### config.mk
export PLATFORM = sky130hd
export DESIGN_NAME = inert_intf_flat
export DESIGN_NICKNAME = d
export VERILOG_FILES = /design/src/rtl/inert_intf_if.sv /design/src/rtl/inert_intf.sv /design/src/flat_wrapper.sv
export SDC_FILE = /design/constraint.sdc
export NUM_CORES = 1
export LEC_CHECK = 0
export ABC_CLOCK_PERIOD_IN_PS = 25600
export BUFFER_PORTS_ARGS = -buffer_cell sky130_fd_sc_hd__buf_4
export CAP_MARGIN = 20
export CORE_MARGIN = 2
export CORE_UTILIZATION = 45
export CTS_CLUSTER_DIAMETER = 200
export DETAILED_ROUTE_END_ITERATION = 10
export MAX_ROUTING_LAYER = met4
export PLACE_DENSITY = 0.67
export SETUP_SLACK_MARGIN = 0.05
export SLEW_MARGIN = 40
export SYNTH_ARGS = -nofsm -noshare
export SYNTH_HDL_FRONTEND = slang
export SYNTH_SLANG_ARGS = --single-unit
export TNS_END_PERCENT = 5
### constraint.sdc
create_clock -name clk -period 25.6 [get_ports clk]
set_clock_uncertainty 0.05 [all_clocks]
set_input_delay 1.28 -clock clk [delete_from_list [all_inputs] [get_ports clk]]
set_output_delay 1.28 -clock clk [all_outputs]
set_load 0.1 [all_outputs]
### src/rtl/inert_intf_if.sv
// Bus between the inertial front end, its SPI monarch and the balance controller.
// The master modport is the front end's view of the bus.
interface inert_intf_if;
  logic        INT;
  logic        done;
  logic [15:0] rd_data;
  logic        wrt;
  logic [15:0] cmd;
  logic [15:0] ptch_rt;
  logic [15:0] ptch;
  logic        vld;

  modport master (
    input  INT, done, rd_data,
    output wrt, cmd, ptch_rt, ptch, vld
  );

  modport slave (
    output INT, done, rd_data,
    input  wrt, cmd, ptch_rt, ptch, vld
  );
endinterface

### src/rtl/inert_intf.sv
// Inertial sensor front end: configures the IMU over SPI, reads pitch rate and Z accel on
// each data-ready edge, and fuses them into a pitch estimate with a complementary filter.
module inert_intf #(
  parameter bit          fast_sim       = 1'b1,
  parameter logic [15:0] PTCH_RT_OFFSET = 16'h0050
) (
  input  logic         clk,
  input  logic         rst_n,
  inert_intf_if.master bus
);

  localparam logic [3:0] SETTLE = 4'd0;
  localparam logic [3:0] INIT0  = 4'd1;
  localparam logic [3:0] INIT1  = 4'd2;
  localparam logic [3:0] INIT2  = 4'd3;
  localparam logic [3:0] INIT3  = 4'd4;
  localparam logic [3:0] IDLE   = 4'd5;
  localparam logic [3:0] RD_RTL = 4'd6;
  localparam logic [3:0] RD_RTH = 4'd7;
  localparam logic [3:0] RD_AZL = 4'd8;
  localparam logic [3:0] RD_AZH = 4'd9;
  localparam logic [3:0] COMP   = 4'd10;
  localparam logic [3:0] VLD    = 4'd11;

  localparam logic [15:0]        SETTLE_MAX = fast_sim ? 16'h01FF : 16'hFFFF;
  localparam logic signed [26:0] FUSE_STEP  = 27'sd1024;

  logic [3:0]         state_q, state_d;
  logic [15:0]        settleCnt_q, settleCnt_d;
  logic               wrt_q, wrt_d;
  logic [15:0]        cmd_q, cmd_d;
  logic [2:0]         intSync_q;
  logic               intRise;
  logic [7:0]         rtL_q, rtH_q, azL_q, azH_q;
  logic [15:0]        ptchRt_q, ptch_q;
  logic signed [26:0] ptchInt_q, ptchInt_d;
  logic               vld_q;

  logic [15:0]        rtCorr;
  logic signed [15:0] azWord;
  logic signed [28:0] azProd;
  logic signed [15:0] ptchAcc;
  logic signed [26:0] fusion;

  // Two flops resynchronise INT; the third holds the previous sample for edge detection.
  assign intRise = intSync_q[1] & ~intSync_q[2];

  assign rtCorr  = {rtH_q, rtL_q} - PTCH_RT_OFFSET;
  assign azWord  = {azH_q, azL_q};
  assign azProd  = $signed({{13{azWord[15]}}, azWord}) * 29'sd327;
  assign ptchAcc = 16'(azProd >>> 13);
  assign fusion  = (ptchAcc > $signed(ptch_q)) ? FUSE_STEP : -FUSE_STEP;
  assign ptchInt_d = ptchInt_q - $signed({{11{rtCorr[15]}}, rtCorr}) + fusion;

  // Every transition into a SPI state launches its transaction on the same edge.
  always_comb begin
    state_d     = state_q;
    settleCnt_d = settleCnt_q;
    wrt_d       = 1'b0;
    cmd_d       = cmd_q;
    case (state_q)
      SETTLE: begin
        if (settleCnt_q == SETTLE_MAX) begin
          state_d = INIT0;
          wrt_d   = 1'b1;
          cmd_d   = 16'h0D02;
        end else begin
          settleCnt_d = settleCnt_q + 16'd1;
        end
      end
      INIT0: if (bus.done) begin state_d = INIT1; wrt_d = 1'b1; cmd_d = 16'h1160; end
      INIT1: if (bus.done) begin state_d = INIT2; wrt_d = 1'b1; cmd_d = 16'h1250; end
      INIT2: if (bus.done) begin state_d = INIT3; wrt_d = 1'b1; cmd_d = 16'h1460; end
      INIT3: if (bus.done) state_d = IDLE;
      IDLE:   if (intRise)  begin state_d = RD_RTL; wrt_d = 1'b1; cmd_d = 16'hA200; end
      RD_RTL: if (bus.done) begin state_d = RD_RTH; wrt_d = 1'b1; cmd_d = 16'hA300; end
      RD_RTH: if (bus.done) begin state_d = RD_AZL; wrt_d = 1'b1; cmd_d = 16'hAC00; end
      RD_AZL: if (bus.done) begin state_d = RD_AZH; wrt_d = 1'b1; cmd_d = 16'hAD00; end
      RD_AZH: if (bus.done) state_d = COMP;
      COMP:   state_d = VLD;
      VLD:    state_d = IDLE;
      default: state_d = SETTLE;
    endcase
  end

  always_ff @(posedge clk or negedge rst_n) begin
    if (!rst_n) begin
      state_q     <= SETTLE;
      settleCnt_q <= 16'h0000;
      wrt_q       <= 1'b0;
      cmd_q       <= 16'h0000;
      intSync_q   <= 3'b000;
    end else begin
      state_q     <= state_d;
      settleCnt_q <= settleCnt_d;
      wrt_q       <= wrt_d;
      cmd_q       <= cmd_d;
      intSync_q   <= {intSync_q[1:0], bus.INT};
    end
  end

  // Byte capture happens on the done cycle of the matching read.
  always_ff @(posedge clk or negedge rst_n) begin
    if (!rst_n) begin
      rtL_q <= 8'h00;
      rtH_q <= 8'h00;
      azL_q <= 8'h00;
      azH_q <= 8'h00;
    end else if (bus.done) begin
      case (state_q)
        RD_RTL:  rtL_q <= bus.rd_data[7:0];
        RD_RTH:  rtH_q <= bus.rd_data[7:0];
        RD_AZL:  azL_q <= bus.rd_data[7:0];
        RD_AZH:  azH_q <= bus.rd_data[7:0];
        default: ;
      endcase
    end
  end

  // Results are registered leaving COMP so they are visible in the VLD cycle with the strobe.
  always_ff @(posedge clk or negedge rst_n) begin
    if (!rst_n) begin
      ptchRt_q  <= 16'h0000;
      ptchInt_q <= 27'sd0;
      ptch_q    <= 16'h0000;
      vld_q     <= 1'b0;
    end else begin
      vld_q <= (state_q == COMP);
      if (state_q == COMP) begin
        ptchRt_q  <= rtCorr;
        ptchInt_q <= ptchInt_d;
        ptch_q    <= ptchInt_d[26:11];
      end
    end
  end

  assign bus.wrt     = wrt_q;
  assign bus.cmd     = cmd_q;
  assign bus.ptch_rt = ptchRt_q;
  assign bus.ptch    = ptch_q;
  assign bus.vld     = vld_q;

endmodule

### src/flat_wrapper.sv
// flat-port wrapper written by rule: the top's interface ports become plain ports
module inert_intf_flat 
#(
  parameter bit          fast_sim       = 1'b1,
  parameter logic [15:0] PTCH_RT_OFFSET = 16'h0050
)
  (clk, rst_n, bus_INT, bus_done, bus_rd_data, bus_wrt, bus_cmd, bus_ptch_rt, bus_ptch, bus_vld);
  inert_intf_if bus_i ();
  input  logic clk;
  input  logic rst_n;
  input wire logic [$bits(bus_i.INT)-1:0] bus_INT;
  input wire logic [$bits(bus_i.done)-1:0] bus_done;
  input wire logic [$bits(bus_i.rd_data)-1:0] bus_rd_data;
  output wire logic [$bits(bus_i.wrt)-1:0] bus_wrt;
  output wire logic [$bits(bus_i.cmd)-1:0] bus_cmd;
  output wire logic [$bits(bus_i.ptch_rt)-1:0] bus_ptch_rt;
  output wire logic [$bits(bus_i.ptch)-1:0] bus_ptch;
  output wire logic [$bits(bus_i.vld)-1:0] bus_vld;
  assign bus_i.INT = bus_INT;
  assign bus_i.done = bus_done;
  assign bus_i.rd_data = bus_rd_data;
  assign bus_wrt = bus_i.wrt;
  assign bus_cmd = bus_i.cmd;
  assign bus_ptch_rt = bus_i.ptch_rt;
  assign bus_ptch = bus_i.ptch;
  assign bus_vld = bus_i.vld;
  inert_intf #(.fast_sim(fast_sim), .PTCH_RT_OFFSET(PTCH_RT_OFFSET)) u_core (.clk(clk), .rst_n(rst_n), .bus(bus_i));
endmodule
==> insert_results.sql <==
INSERT INTO impl_metrics (metric_group, metric, value, unit) VALUES
('route', 'routed_wl', '20.3', 'mm'),
('setup_path', 'setup.reg_to_reg.worst_slack', '16.82', 'ns'),
('job', 'maxCapViolCount', '0', ''),
('route', 'number_of_iterations_in_the_first_detailed_routing_pass', '4', ''),
('synthesis', 'synthesized_area_divided_by_synthesized_cell_count', '9.24', 'um2'),
('route', 'routed_vias', '7151', ''),
('die', 'design.core.area', '0.0217', 'mm2'),
('setup_path', 'crit_path_start_kind', 'register', ''),
('final_layout', 'final_layout_size_suffix_gt1_share', '11.2', '%'),
('die', 'core.rowCount', '54', ''),
('timing', 'min_period_over_period', '34.3', '%'),
('clock_network', 'cts-hold-fix-buffers', '0', ''),
('timing', 'final_hold_viol_count', '0', ''),
('route', 'top_layer_used', 'met4', ''),
('setup_path', 'cp.arrival', '8.95', 'ns'),
('global_routing', 'gr-usage-all-layers', '19.2', '%'),
('synthesis', 'post_synth_num_cell_types', '70', ''),
('setup_path', 'worst-r2r-cell-count', '34', ''),
('clock_network', 'insertion_delay', '0.36', 'ns'),
('route', 'wl_met1', '9.80', 'mm'),
('global_routing', 'initial_antenna_violation_count', '0', ''),
('synthesis', 'synth.top_cells.by_area', 'sky130_fd_sc_hd__dfrtp_1 28%, sky130_fd_sc_hd__ha_1 17%, sky130_fd_sc_hd__fa_1 12%', ''),
('synthesis', 'asyncSetResetFlopFracSynth', '100', '%'),
('place', 'globalplace.congestion', '0.899', ''),
('setup_path', 'critical_path_required', '25.77', 'ns'),
('synthesis', 'largest_area_contributor_in_the_synthesized_netlist', 'sky130_fd_sc_hd__dfrtp_1', ''),
('timing', 'fin_tns_setup', '0', 'ns'),
('synthesis', 'syn_inst', '1072', ''),
('synthesis', 'prevailing_post_synth_register_cell', 'sky130_fd_sc_hd__dfrtp_1', ''),
('final_layout', 'final-seq-area', '0.00273', 'mm2'),
('route', 'wl_met2', '9.65', 'mm'),
('route', 'drt-vias-per-instance', '5.18', ''),
('route', 'route.detailed.drc', '0', ''),
('route', 'wl_met3', '484', 'um'),
('hold_path', 'kind_of_path_behind_the_tightest_hold_check', 'register to register', ''),
('final_layout', 'antennaDiodeCount', '0', ''),
('synthesis', 'netlist.area_leader.share', '27.5', '%'),
('clock_network', 'cts_post_setup_buffers_inserted', '0', ''),
('setup_path', 'crit_path_end_kind', 'register', ''),
('die', 'die-width', '152', 'um'),
('die', 'floorplan.io_pins', '70', ''),
('clock_network', 'cts_tree', 'built', ''),
('setup_path', 'setup.worst_path.class', 'register to register', ''),
('timing', 'max-slew-margin-rel', '46.1', '%'),
('final_layout', 'nFillCells', '2033', ''),
('global_routing', 'global_route.overflow_total', '0', ''),
('status', 'run_status', 'complete, no violations', ''),
('synthesis', 'syn-cell-area', '0.00990', 'mm2'),
('setup_path', 'worst_path_largest_cell_delay', '0.55', 'ns'),
('setup_path', 'crit-reg2reg-capture', 'u_core.ptchInt_q[21]', ''),
('timing', 'max_freq', '0.114', 'GHz'),
('timing', 'grt_setup_unrepaired', 'false', ''),
('timing', 'timing.final.crit_period', '8.78', 'ns'),
('synthesis', 'synth.yosys.seq_area_share', '27.5', '%'),
('clock_network', 'clock_pin_slew_of_the_registers_on_the_worst_case_setup_and_hold_paths', '0.09', 'ns'),
('timing', 'finalSetupViolations', '0', ''),
('synthesis', 'ys.warnings.count', '0', ''),
('place', 'port_buffers', '56', ''),
('die', 'floorplan.initialDensity', '45.7', '%'),
('clock_network', 'clock_tree_root_driver_cell', 'sky130_fd_sc_hd__clkbuf_16', ''),
('final_layout', 'area_growth_syn_to_layout', '8.58', '%'),
('clock_network', 'cts_max_path_buffers', '2', ''),
('setup_path', 'regToRegStartpoint', 'u_core.azH_q[6]', ''),
('clock_network', 'htreeDepth', '3', ''),
('route', 'detail_route.wl_per_cell', '14.7', 'um'),
('place', 'dpl.hpwl', '15.9', 'mm'),
('clock_network', 'cts_repair_resize_count', '0', ''),
('synthesis', 'synth_edf_count', '0', ''),
('global_routing', 'grt_max_degree', '80', ''),
('hold_path', 'min-delay-start', 'u_core.intSync_q[0]', ''),
('hold_path', 'timing.hold.worst_path_depth', '0', '');
[final cells by class]
cell class | instances | area share [%]
inverter | 184 | 6.42
clock inverter | 7 | 0.757
sequential | 109 | 25.4
clock buffer | 9 | 2.09
tap | 280 | 3.26
timing repair buffer | 59 | 4.16
multi-input combinational | 733 | 57.9
[critical path, delay by kind of cell (launching register included)]
family / cells / cell delay [ns]
buffers and inverters: 6 / 0.57
adders and majority gates: 9 / 3.66
and+or+nand+nor: 4 / 0.74
DFF: 1 / 0.45
AOI/OAI and AO/OA: 13 / 2.63
xor gates and xnor gates: 2 / 0.54
[how the worst max path moves through the flow]
| stage | depth (start not counted) | to | start | slack (ns) |
|---|---|---|---|---|
| after floorplan | 33 | u_core.ptchInt_q[25] | u_core.azH_q[6] | 16.44 |
| after global placement | 34 | u_core.ptchInt_q[21] | u_core.azH_q[6] | 16.90 |
| after detailed placement | 31 | u_core.bus.ptch[15] | u_core.azH_q[6] | 16.91 |
| after CTS | 31 | u_core.bus.ptch[15] | u_core.azH_q[6] | 16.84 |
| after global routing | 34 | u_core.ptchInt_q[21] | u_core.azH_q[6] | 16.21 |
| final | 34 | u_core.ptchInt_q[21] | u_core.azH_q[6] | 16.82 |
[layer usage]
metal  vias to the layer above  GRT usage [%]
met5                         -              -
met4                         0           3.92
met3                        24           2.65
met2                        93           31.6
met1                      3432           25.4
li1                       3602              -
[cell families after synthesis]
family | count (synthesis) | share of synthesized area [%]
compound gates | 201 | 13.3
flops | 109 | 27.5
fa+ha+maj | 195 | 29.1
buf+inv | 234 | 9.84
other cells | 1 | 0.0379
simple gates | 239 | 11.2
xor+xnor | 63 | 5.57
mux | 30 | 3.32
[synthesized netlist by cell type (all sizes together) (2+ instances only)]
master,n
a211o,3
a211oi,4
a21boi,2
a21o,27
a21oi,40
a311oi,2
a31o,2
a31oi,8
a32o,2
a41oi,3
and3,6
and4,2
buf,33
clkbuf,17
dfrtp,109
fa,59
ha,136
inv,183
mux2,23
mux2i,7
nand2,108
nand2b,5
nand3,17
nand4,22
nor2,42
nor2b,6
nor3,13
nor4,3
o211ai,5
o21a,5
o21ai,74
o21bai,6
o22ai,2
o31ai,5
or2,3
or3,7
xnor2,43
xor2,20
[metrics by stage]
stage / area, um2 / setup WS [ns] / instances / hold WS, ns / util [%]
floorplan: 9920 / 16.44 / 1076 / 0.281 / -
CTS: 10700 / 16.84 / 1381 / 0.309 / 49.6
detailed placement: 10400 / 16.91 / 1365 / 0.288 / 48.1
global route: 10800 / 16.21 / 1381 / 0.320 / 49.6
finish: 10800 / 16.82 / 1381 / 0.308 / 49.6
global placement: 10400 / 16.90 / 1365 / 0.284 / 48.1
[state kept, by name, indices dropped and copies added (netlist names)]
name,flops
u_core.azH_q,8
u_core.azL_q,8
u_core.bus.cmd,9
u_core.bus.ptch,1
u_core.bus.ptch_rt,16
u_core.bus.vld,1
u_core.bus.wrt,1
u_core.intSync_q,3
u_core.ptchInt_q,26
u_core.rtH_q,8
u_core.rtL_q,8
u_core.settleCnt_q,16
u_core.state_q,4
[layout by cell type, fill, tap and decap left out, types with 3 or more instances in the layout]
master,instances
sky130_fd_sc_hd__inv_1,182
sky130_fd_sc_hd__ha_1,136
sky130_fd_sc_hd__dfrtp_1,109
sky130_fd_sc_hd__nand2_1,108
sky130_fd_sc_hd__o21ai_0,65
sky130_fd_sc_hd__fa_1,59
sky130_fd_sc_hd__buf_4,58
sky130_fd_sc_hd__xnor2_1,43
sky130_fd_sc_hd__nor2_1,40
sky130_fd_sc_hd__a21oi_1,35
sky130_fd_sc_hd__a21o_1,26
sky130_fd_sc_hd__mux2_2,23
sky130_fd_sc_hd__nand4_1,22
sky130_fd_sc_hd__xor2_1,20
sky130_fd_sc_hd__nand3_1,16
sky130_fd_sc_hd__nor3_1,11
sky130_fd_sc_hd__clkbuf_16,9
sky130_fd_sc_hd__a31oi_1,8
sky130_fd_sc_hd__o21ai_1,8
sky130_fd_sc_hd__mux2i_1,7
sky130_fd_sc_hd__or3_1,6
sky130_fd_sc_hd__and3_1,6
sky130_fd_sc_hd__o21bai_1,6
sky130_fd_sc_hd__o21a_1,5
sky130_fd_sc_hd__nor2b_1,5
sky130_fd_sc_hd__nand2b_1,5
sky130_fd_sc_hd__conb_1,5
sky130_fd_sc_hd__a211oi_1,4
sky130_fd_sc_hd__o211ai_1,4
sky130_fd_sc_hd__a21oi_2,4
sky130_fd_sc_hd__o31ai_1,4
sky130_fd_sc_hd__nor4_1,3
sky130_fd_sc_hd__or2_2,3
sky130_fd_sc_hd__a211o_1,3
sky130_fd_sc_hd__inv_6,3
Power is left out: the tool's default activity adds up to more than one toggle a clock period on the data nets, which glitch-free logic cannot reach.
